$ cat config.mk
export PLATFORM = sky130hd
export DESIGN_NAME = alu_operand_stage
export DESIGN_NICKNAME = d
export VERILOG_FILES = /design/src/rtl/alu_operand_pkg.sv /design/src/rtl/operand_bypass.sv /design/src/rtl/alu_operand_stage.sv
export SDC_FILE = /design/constraint.sdc
export NUM_CORES = 1
export LEC_CHECK = 0
export CORE_AREA = 2 2 119 121
export DETAILED_ROUTE_END_ITERATION = 8
export DIE_AREA = 0 0 121 123
export GPL_TIMING_DRIVEN = 0
export PLACE_DENSITY = 0.79
export SLEW_MARGIN = 20
export SYNTH_ARGS = -nofsm -noshare
export SYNTH_HDL_FRONTEND = slang
export SYNTH_HIERARCHICAL = 1
export SYNTH_SLANG_ARGS = --single-unit
$ cat constraint.sdc
create_clock -name clk -period 3.9 [get_ports clk]
set_input_delay 0.78 -clock clk [delete_from_list [all_inputs] [get_ports clk]]
set_output_delay 0.78 -clock clk [all_outputs]
set_load 0.05 [all_outputs]
$ cat src/rtl/alu_operand_pkg.sv
// alu_operand_pkg: shared select codes, default widths and stage state type for the ALU operand stage
package alu_operand_pkg;
    localparam int DATA_W_DEF     = 32;
    localparam int REG_ADDR_W_DEF = 5;
    localparam int SHAMT_W_DEF    = 5;
    localparam int LUI_SHIFT_DEF  = 16;

    localparam logic [1:0] SRC_A_RS  = 2'b00;
    localparam logic [1:0] SRC_A_RT  = 2'b01;
    localparam logic [1:0] SRC_A_IMM = 2'b10;

    localparam logic [2:0] SRC_B_RT    = 3'b000;
    localparam logic [2:0] SRC_B_RS    = 3'b001;
    localparam logic [2:0] SRC_B_IMM   = 3'b010;
    localparam logic [2:0] SRC_B_SHAMT = 3'b011;
    localparam logic [2:0] SRC_B_LUI   = 3'b100;

    typedef enum logic {ST_EMPTY, ST_FULL} stage_state_e;
endpackage

$ cat src/rtl/operand_bypass.sv
// operand_bypass: combinational EX/MEM (and, with ALU_OPERAND_MEMWB_FWD_EN, MEM/WB) forwarding for one source operand
module operand_bypass #(
    parameter int DATA_W     = 32,
    parameter int REG_ADDR_W = 5
) (
    input  logic [REG_ADDR_W-1:0] rd_addr,
    input  logic [DATA_W-1:0]     rd_data,
    input  logic                  exmem_wr_en,
    input  logic [REG_ADDR_W-1:0] exmem_wr_addr,
    input  logic [DATA_W-1:0]     exmem_wr_data,
    input  logic                  memwb_wr_en,
    input  logic [REG_ADDR_W-1:0] memwb_wr_addr,
    input  logic [DATA_W-1:0]     memwb_wr_data,
    output logic [DATA_W-1:0]     fwd_data
);
    logic nonzero;
    assign nonzero = rd_addr != '0;
`ifdef ALU_OPERAND_MEMWB_FWD_EN
    // Youngest producer wins: EX/MEM before MEM/WB, register zero never forwarded
    always_comb begin
        fwd_data = (nonzero && exmem_wr_en && exmem_wr_addr == rd_addr) ? exmem_wr_data :
                   (nonzero && memwb_wr_en && memwb_wr_addr == rd_addr) ? memwb_wr_data : rd_data;
    end
`else
    logic unused_memwb;
    assign unused_memwb = ^{memwb_wr_en, memwb_wr_addr, memwb_wr_data};
    // Only EX/MEM forwarding exists; register zero never forwarded
    always_comb begin
        fwd_data = (nonzero && exmem_wr_en && exmem_wr_addr == rd_addr) ? exmem_wr_data : rd_data;
    end
`endif
endmodule

$ cat src/rtl/alu_operand_stage.sv
// alu_operand_stage: registered ID/EX operand select with forwarding, valid/ready, stall and flush (MEM/WB forwarding via ALU_OPERAND_MEMWB_FWD_EN)
module alu_operand_stage import alu_operand_pkg::*; #(
    parameter int DATA_W     = DATA_W_DEF,
    parameter int REG_ADDR_W = REG_ADDR_W_DEF,
    parameter int SHAMT_W    = SHAMT_W_DEF,
    parameter int LUI_SHIFT  = LUI_SHIFT_DEF
) (
    input  logic                  clk,
    input  logic                  rst,
    input  logic                  in_valid,
    output logic                  in_ready,
    input  logic [REG_ADDR_W-1:0] rs_addr,
    input  logic [REG_ADDR_W-1:0] rt_addr,
    input  logic [DATA_W-1:0]     rs_data,
    input  logic [DATA_W-1:0]     rt_data,
    input  logic [DATA_W-1:0]     ext_imm,
    input  logic [SHAMT_W-1:0]    shamt,
    input  logic [1:0]            alu_src_a,
    input  logic [2:0]            alu_src_b,
    input  logic                  exmem_wr_en,
    input  logic [REG_ADDR_W-1:0] exmem_wr_addr,
    input  logic [DATA_W-1:0]     exmem_wr_data,
    input  logic                  memwb_wr_en,
    input  logic [REG_ADDR_W-1:0] memwb_wr_addr,
    input  logic [DATA_W-1:0]     memwb_wr_data,
    input  logic                  flush,
    output logic                  out_valid,
    input  logic                  out_ready,
    output logic [DATA_W-1:0]     in1,
    output logic [DATA_W-1:0]     in2,
    output logic                  sel_err
);
    stage_state_e      state_q, state_d;
    logic [DATA_W-1:0] in1_q, in1_d, in2_q, in2_d;
    logic              sel_err_q, sel_err_d;
    logic [DATA_W-1:0] fwd_rs, fwd_rt, a_sel, b_sel;
    logic              a_bad, b_bad, load;

    operand_bypass #(.DATA_W(DATA_W), .REG_ADDR_W(REG_ADDR_W)) u_rs_bypass (
        .rd_addr(rs_addr), .rd_data(rs_data),
        .exmem_wr_en(exmem_wr_en), .exmem_wr_addr(exmem_wr_addr), .exmem_wr_data(exmem_wr_data),
        .memwb_wr_en(memwb_wr_en), .memwb_wr_addr(memwb_wr_addr), .memwb_wr_data(memwb_wr_data),
        .fwd_data(fwd_rs)
    );

    operand_bypass #(.DATA_W(DATA_W), .REG_ADDR_W(REG_ADDR_W)) u_rt_bypass (
        .rd_addr(rt_addr), .rd_data(rt_data),
        .exmem_wr_en(exmem_wr_en), .exmem_wr_addr(exmem_wr_addr), .exmem_wr_data(exmem_wr_data),
        .memwb_wr_en(memwb_wr_en), .memwb_wr_addr(memwb_wr_addr), .memwb_wr_data(memwb_wr_data),
        .fwd_data(fwd_rt)
    );

    assign in_ready  = state_q == ST_EMPTY || out_ready;
    assign out_valid = state_q == ST_FULL;
    assign in1       = in1_q;
    assign in2       = in2_q;
    assign sel_err   = sel_err_q;

    // Operand muxes; undefined codes give zero and flag an error
    always_comb begin
        a_bad = alu_src_a == 2'b11;
        a_sel = alu_src_a == SRC_A_RS  ? fwd_rs :
                alu_src_a == SRC_A_RT  ? fwd_rt :
                alu_src_a == SRC_A_IMM ? ext_imm : '0;
        b_bad = alu_src_b > SRC_B_LUI;
        b_sel = alu_src_b == SRC_B_RT    ? fwd_rt :
                alu_src_b == SRC_B_RS    ? fwd_rs :
                alu_src_b == SRC_B_IMM   ? ext_imm :
                alu_src_b == SRC_B_SHAMT ? DATA_W'(shamt) :
                alu_src_b == SRC_B_LUI   ? DATA_W'(LUI_SHIFT) : '0;
    end

    // Next state: flush empties the stage and beats any load; a stalled FULL stage holds
    always_comb begin
        load      = in_valid && in_ready && !flush;
        state_d   = flush ? ST_EMPTY : load ? ST_FULL : out_ready ? ST_EMPTY : state_q;
        in1_d     = load ? a_sel : in1_q;
        in2_d     = load ? b_sel : in2_q;
        sel_err_d = sel_err_q || (load && (a_bad || b_bad));
    end

    // Stage registers with asynchronous clear
    always_ff @(posedge clk or posedge rst) begin
        if (rst) begin
            state_q   <= ST_EMPTY;
            in1_q     <= '0;
            in2_q     <= '0;
            sel_err_q <= 1'b0;
        end else begin
            state_q   <= state_d;
            in1_q     <= in1_d;
            in2_q     <= in2_d;
            sel_err_q <= sel_err_d;
        end
    end
endmodule

==> impl_metrics.env, run 1 <==
export IMPL_synth_top_cell_area_share=0.307
export IMPL_port_buffers=220
export IMPL_syn_nets=698
export IMPL_pins_over_slew_limit=0
export IMPL_drc=0
export IMPL_worst_hold_path_type="reg2reg"
export IMPL_worst_pin_slew_ps=636
export IMPL_placementRows=43
export IMPL_ys_async_sr_fraction=1.00
export IMPL_synth_most_common_cell="dfrtp_1"
export IMPL_max_clock_freq_mhz=305
export IMPL_min_period_ps=3280
export IMPL_coreArea_um2=13600
export IMPL_timing_critical_path_to_type="flip-flop"
export IMPL_clock_tree_from_tritoncts="done"
export IMPL_yosys_cell_types_count=35
export IMPL_r2r_setup_slack_ps=2310
export IMPL_final_min_period_over_clock_period=0.841
export IMPL_dieArea_um2=14900
export IMPL_initialDrtViolationCount=416
export IMPL_die_height_um=123
export IMPL_cts_max_path_buffers=2
export IMPL_worstRegToRegCells=5
export IMPL_clkLatencyLatePin_ps=330
export IMPL_totalPowerFinal_uw=2920
export IMPL_critPathArrivalTime_ps=3500
export IMPL_syn2layout_area_growth_pct=51.2
export IMPL_dp_hpwl_um=14900
export IMPL_cts_hold_repair_buffers=0
export IMPL_count_of_nets_after_finishing=930
export IMPL_grt_setup_unrepaired="no"
export IMPL_final_hold_violation_count=0
export IMPL_drive_above_1_share=0.180
export IMPL_numCtsBuffers=9
export IMPL_drt_vias_per_instance=5.78
export IMPL_clock_skew_final_ps=4.28
export IMPL_synth_largest_area_cell="dfrtp_1"
export IMPL_gpl_final_weighted_congestion=0.902
export IMPL_cts_root_buf="clkbuf_16"
export IMPL_setup_tns_ps=0
export IMPL_syn_inst=501
export IMPL_synth_top_cells_by_area="dfrtp_1, mux2_4, nand3b_1, mux2i_1, a2bb2oi_1"
export IMPL_pwr_density_cell_nw_per_um2=360
export IMPL_grt_max_degree=43
export IMPL_timing_critical_path_fanout_max=10
export IMPL_ys_ff_latch=66
export IMPL_wire_length_of_the_first_global_routing_pass_um=29500
export IMPL_r2r_end="in2[28]"
export IMPL_r2r_start="out_valid"
export IMPL_critical_path_class="in2reg"
export IMPL_maxCapViolations=0
export IMPL_gr_usage_all_layers=0.258
export IMPL_initial_core_utilization=0.395
export IMPL_buffers_inserted_during_post_cts_setup_optimization=0
export IMPL_synth_ff_type="dfrtp_1"
export IMPL_tritoncts_num_sinks=66
export IMPL_worst_slew_margin_rel=0.575
export IMPL_netlist_area_um2=5380
export IMPL_hold_start="sel_err"
export IMPL_postRouteAntennaNets=0
export IMPL_die_w_um=121
export IMPL_synth_area_per_cell_um2=10.7
export IMPL_detailroute_via_count=5314
export IMPL_irDropWorstVdd_mv=0.198
export IMPL_worst_setup_hold_path_clk_slew_ps=60
export IMPL_worst_setup_path_start_kind="primary input"
export IMPL_drt_pre_antenna_iters=5
export IMPL_first_global_vias=5662
export IMPL_io_pins=264
export IMPL_cts_repair_resize_count=0
export IMPL_yosysWarningCount=6
export IMPL_antenna_violations_before_repair=1
export IMPL_grt_ovfl_total=0
export IMPL_wl_per_cell_um=21.6
export IMPL_hold_path_endpoint="sel_err"
export IMPL_detail_route_wirelength_um=19900
export IMPL_power_leakage_uw=0.00325
export IMPL_htree_num_levels=3
export IMPL_outcome="completed"
export IMPL_critical_path_required_ps=4120
export IMPL_synth_cells_most_frequent="dfrtp_1, mux2_4, nand3b_1"
export IMPL_synth_seq_area_share=0.307
export IMPL_holdPathStages=1
export IMPL_synth_edf_count=0
export IMPL_setup_viol_count_final=0
## per-layer routing
| layer | global-route usage | vias up | wire, um |
|---|---|---|---|
| met2 | 0.452 | 311 | 9680 |
| met1 | 0.309 | 2556 | 7940 |
| met4 | 0.113 | 0 | 714 |
| met3 | 0.0489 | 59 | 1510 |
| met5 | 0 | - | 0 |
| li1 | - | 2388 | - |
## flip-flops by register name, summed over array words and instances (netlist names)
name,count
sel_err,1
in2,32
in1,32
out_valid,1
## worst max-delay path, cell delays in order
cell and delay [ps]:
clkdlybuf4s50_1 530, xnor2_1 150, nand3_1 130, a211oi_4 590, buf_6 280, mux2_4 320
mux4_1 510, a22o_1 210
## worst max path at each step
stage	from	endpoint
after global placement	rst	in2[15]
after global routing	exmem_wr_addr[2]	in2[2]
after CTS	rt_addr[0]	in2[2]
final	rt_addr[0]	in2[2]
after detailed placement	rt_addr[0]	in2[2]
after floorplan	rs_addr[2]	in2[1]
## layout by cell type, fill, tap and decap left out, drive strengths merged, types with 27 or more instances in the layout
cell type      count
clkbuf            33
o21ai             66
nand3b            54
a211o             27
mux2i             33
dfrtp             66
mux2              64
clkdlybuf4s50    220
a21oi             27
a2bb2oi           32
buf               38
o22a              28
## final cells by class
cell class / instances / area, um2
fill: 1160 / 5490
multi-input combinational: 375 / 3340
timing repair buffer: 221 / 2220
sequential: 66 / 1650
buffer: 58 / 378
clock buffer: 12 / 246
tap: 180 / 225
clock inverter: 4 / 51.3
inverter: 2 / 10.0
antenna: 1 / 2.50
## per-stage QoR
stage               utilization  hold slack, ps  worst slack, ps  instance area, um2  std cells
CTS                       0.597             457              664                8120        918
finish                    0.597             460              622                8130        919
global route              0.597             465              594                8120        918
global placement          0.573             442              236                7800        901
floorplan                     -             764             1200                5380        501
detailed placement        0.575             448              316                7830        902
## cells by family (layout without fill, tap and decap cells)
logic type | count (synthesis) | after routing | synth area share
AO/OA/AOI/OAI | 191 | 191 | 0.254
XOR/XNOR | 8 | 8 | 0.0130
buffers and inverters | 60 | 297 | 0.0717
flip-flops | 66 | 66 | 0.307
multiplexers | 101 | 101 | 0.256
other | 0 | 1 | 0
AND/OR/NAND/NOR | 75 | 75 | 0.0977
## where the power goes
group | internal [uW] | leakage (uW) | switching [uW]
clock network | 513 | 0.000143 | 310
logic | 541 | 0.00230 | 705
registers | 791 | 0.000813 | 64.1
Power figures use the tool's default switching activity.
==> inputs of run 2 (changes only) <==
--- a/config.mk
+++ b/config.mk
@@ -5,9 +5,9 @@
 export SDC_FILE = /design/constraint.sdc
 export NUM_CORES = 1
 export LEC_CHECK = 0
-export CORE_AREA = 2 2 119 121
+export CORE_AREA = 2 2 122 124
 export DETAILED_ROUTE_END_ITERATION = 8
-export DIE_AREA = 0 0 121 123
+export DIE_AREA = 0 0 124 126
 export GPL_TIMING_DRIVEN = 0
 export PLACE_DENSITY = 0.79
 export SLEW_MARGIN = 20
==> constraint.sdc (replaced) <==
create_clock -name clk -period 2.6 [get_ports clk]
set_input_delay 0.52 -clock clk [delete_from_list [all_inputs] [get_ports clk]]
set_output_delay 0.52 -clock clk [all_outputs]
set_load 0.05 [all_outputs]
==> run 2 against run 1 <==
Effect of this change: hold slack improved by 14 ps; cell area is 1.4% higher; critical path depth stayed put; routed wire length rose by 2.5%; die area up 5.0%; global-route usage shrank 0.051 points; register-to-register slack worse by 1300 ps; non-clock buffer count rose by 7; clock skew up 4.3 ps; worst setup slack got worse by 550 ps; highest routed layer unchanged.
==> impl_metrics.env, run 2 (synthesis results as in run 1) <==
export IMPL_outcome="completed"
export IMPL_port_buffers=220
export IMPL_final_core_utilization=0.576
export IMPL_critical_path_required_ps=2830
export IMPL_numCtsBuffers=9
export IMPL_detailroute_via_count=5374
export IMPL_timing_hold_ws_ps=474
export IMPL_most_common_cell_after_layout_fill_and_taps_aside="clkdlybuf4s50_1"
export IMPL_placementRows=44
export IMPL_antenna_violations_before_repair=0
export IMPL_setup_viol_count_final=0
export IMPL_irDropWorstVdd_mv=0.323
export IMPL_netSwitchingPower_uw=1610
export IMPL_power_report_internal_total_uw=2660
export IMPL_min_period_ps=2520
export IMPL_wl_per_cell_um=21.9
export IMPL_grt_setup_unrepaired="no"
export IMPL_worst_hold_path_type="reg2reg"
export IMPL_cts_root_buf="clkbuf_16"
export IMPL_wire_length_of_the_first_global_routing_pass_um=30600
export IMPL_postRouteAntennaNets=0
export IMPL_final_min_period_over_clock_period=0.970
export IMPL_worst_pin_slew_ps=655
export IMPL_initial_core_utilization=0.376
export IMPL_maxCapViolations=0
export IMPL_setup_tns_ps=0
export IMPL_worst_slack_ps=76.8
export IMPL_timing_critical_path_to_type="flip-flop"
export IMPL_r2r_setup_slack_ps=1020
export IMPL_coreArea_um2=14300
export IMPL_worst_setup_path_start_kind="primary input"
export IMPL_worst_slew_margin_rel=0.564
export IMPL_power_leakage_uw=0.00341
export IMPL_grt_max_degree=42
export IMPL_drt_vias_per_instance=5.80
export IMPL_antenna_cells_inserted=0
export IMPL_critPathArrivalTime_ps=2750
export IMPL_clock_skew_final_ps=8.63
export IMPL_die_w_um=124
export IMPL_gpl_final_weighted_congestion=0.878
export IMPL_initialDrtViolationCount=344
export IMPL_timing_critical_path_fanout_max=4
export IMPL_first_global_vias=5821
export IMPL_drt_pre_antenna_iters=5
export IMPL_cts_max_path_buffers=2
export IMPL_clock_power_share=0.258
export IMPL_layout_filler_cells=1238
export IMPL_dp_hpwl_um=15100
export IMPL_pwr_density_cell_nw_per_um2=518
export IMPL_seq_pwr_share=0.301
export IMPL_gr_usage_all_layers=0.257
export IMPL_dieArea_um2=15600
export IMPL_htree_num_levels=3
export IMPL_share_comb_of_total_power=0.441
export IMPL_syn2layout_area_growth_pct=53.3
export IMPL_totalPowerFinal_uw=4270
export IMPL_max_clock_freq_mhz=396
export IMPL_grt_ovfl_total=0
export IMPL_drive_above_1_share=0.194
export IMPL_mostFrequentLayoutCells="clkdlybuf4s50_1, dfrtp_1, mux2_4"
export IMPL_detail_route_wirelength_um=20300
export IMPL_drc=0
export IMPL_clkLatencyLatePin_ps=340
export IMPL_io_pins=264
export IMPL_count_of_nets_after_finishing=937
export IMPL_clock_tree_from_tritoncts="done"
export IMPL_power_switching_share=0.377
export IMPL_die_height_um=126
export IMPL_final_hold_violation_count=0
export IMPL_critical_path_class="in2reg"
export IMPL_tritoncts_num_sinks=66
export IMPL_pins_over_slew_limit=0
export IMPL_worst_setup_hold_path_clk_slew_ps=60
export IMPL_dp_worst_setup_slack_ps=-729
[run 2: power groups by stage]
stage	Sequential, uW	Combinational, uW	Clock, uW
2_1_floorplan	1840	554	0
3_3_place_gp	1290	1830	0
3_5_place_dp	1300	1870	0
4_1_cts	1280	1880	1110
5_1_grt	1300	1970	1150
6_report	1290	1880	1100
[run 2: cell type report]
type | instances | area [um2] | area share
Clock buffer | 11 | 243 | 0.0295
Timing Repair Buffer | 228 | 2320 | 0.282
Inverter | 2 | 10.0 | 0.00121
Clock inverter | 3 | 17.5 | 0.00213
Buffer | 58 | 389 | 0.0472
Multi-Input combinational cell | 375 | 3370 | 0.410
Tap cell | 184 | 230 | 0.0279
Sequential cell | 66 | 1650 | 0.200
[run 2: what timing repair did]
action	4_1_cts	5_1_grt
setup endpoints to repair	61	47
buffers inserted	7	0
gates resized for setup	4	23
hold buffers	0	0
gates cloned	0	0
pin swaps	2	6
[run 2: per-layer routing]
layer	global-route usage	vias to the layer above	routed length (um)
met1	0.309	2612	8080
met4	0.117	0	633
met5	0	-	0
met2	0.445	313	9980
met3	0.0439	47	1650
li1	-	2402	-
[run 2: metrics by stage]
stage          instance area [um2]  instances
6_report                      8240        927
5_1_grt                       8240        927
4_1_cts                       8160        927
3_5_place_dp                  7830        906
3_3_place_gp                  7810        905
2_1_floorplan                 5380        501
[run 2: worst paths after layout]
path	startpoint	to	cells past startpoint
max in group asynchronous	rst	in2[11]	3
setup / recovery	rt_addr[4]	in2[3]	8
hold / removal	sel_err	sel_err	1
min in group asynchronous	rst	in2[22]	2
setup reg to reg	out_valid	in2[29]	5
hold reg to reg	sel_err	sel_err	1
[run 2: worst max-delay path: stages]
cell,delay (ps)
clkdlybuf4s50_1,430
nor2_2,140
o41ai_4,110
a211oi_4,350
buf_6,180
mux2_4,300
mux4_1,490
a22o_1,210
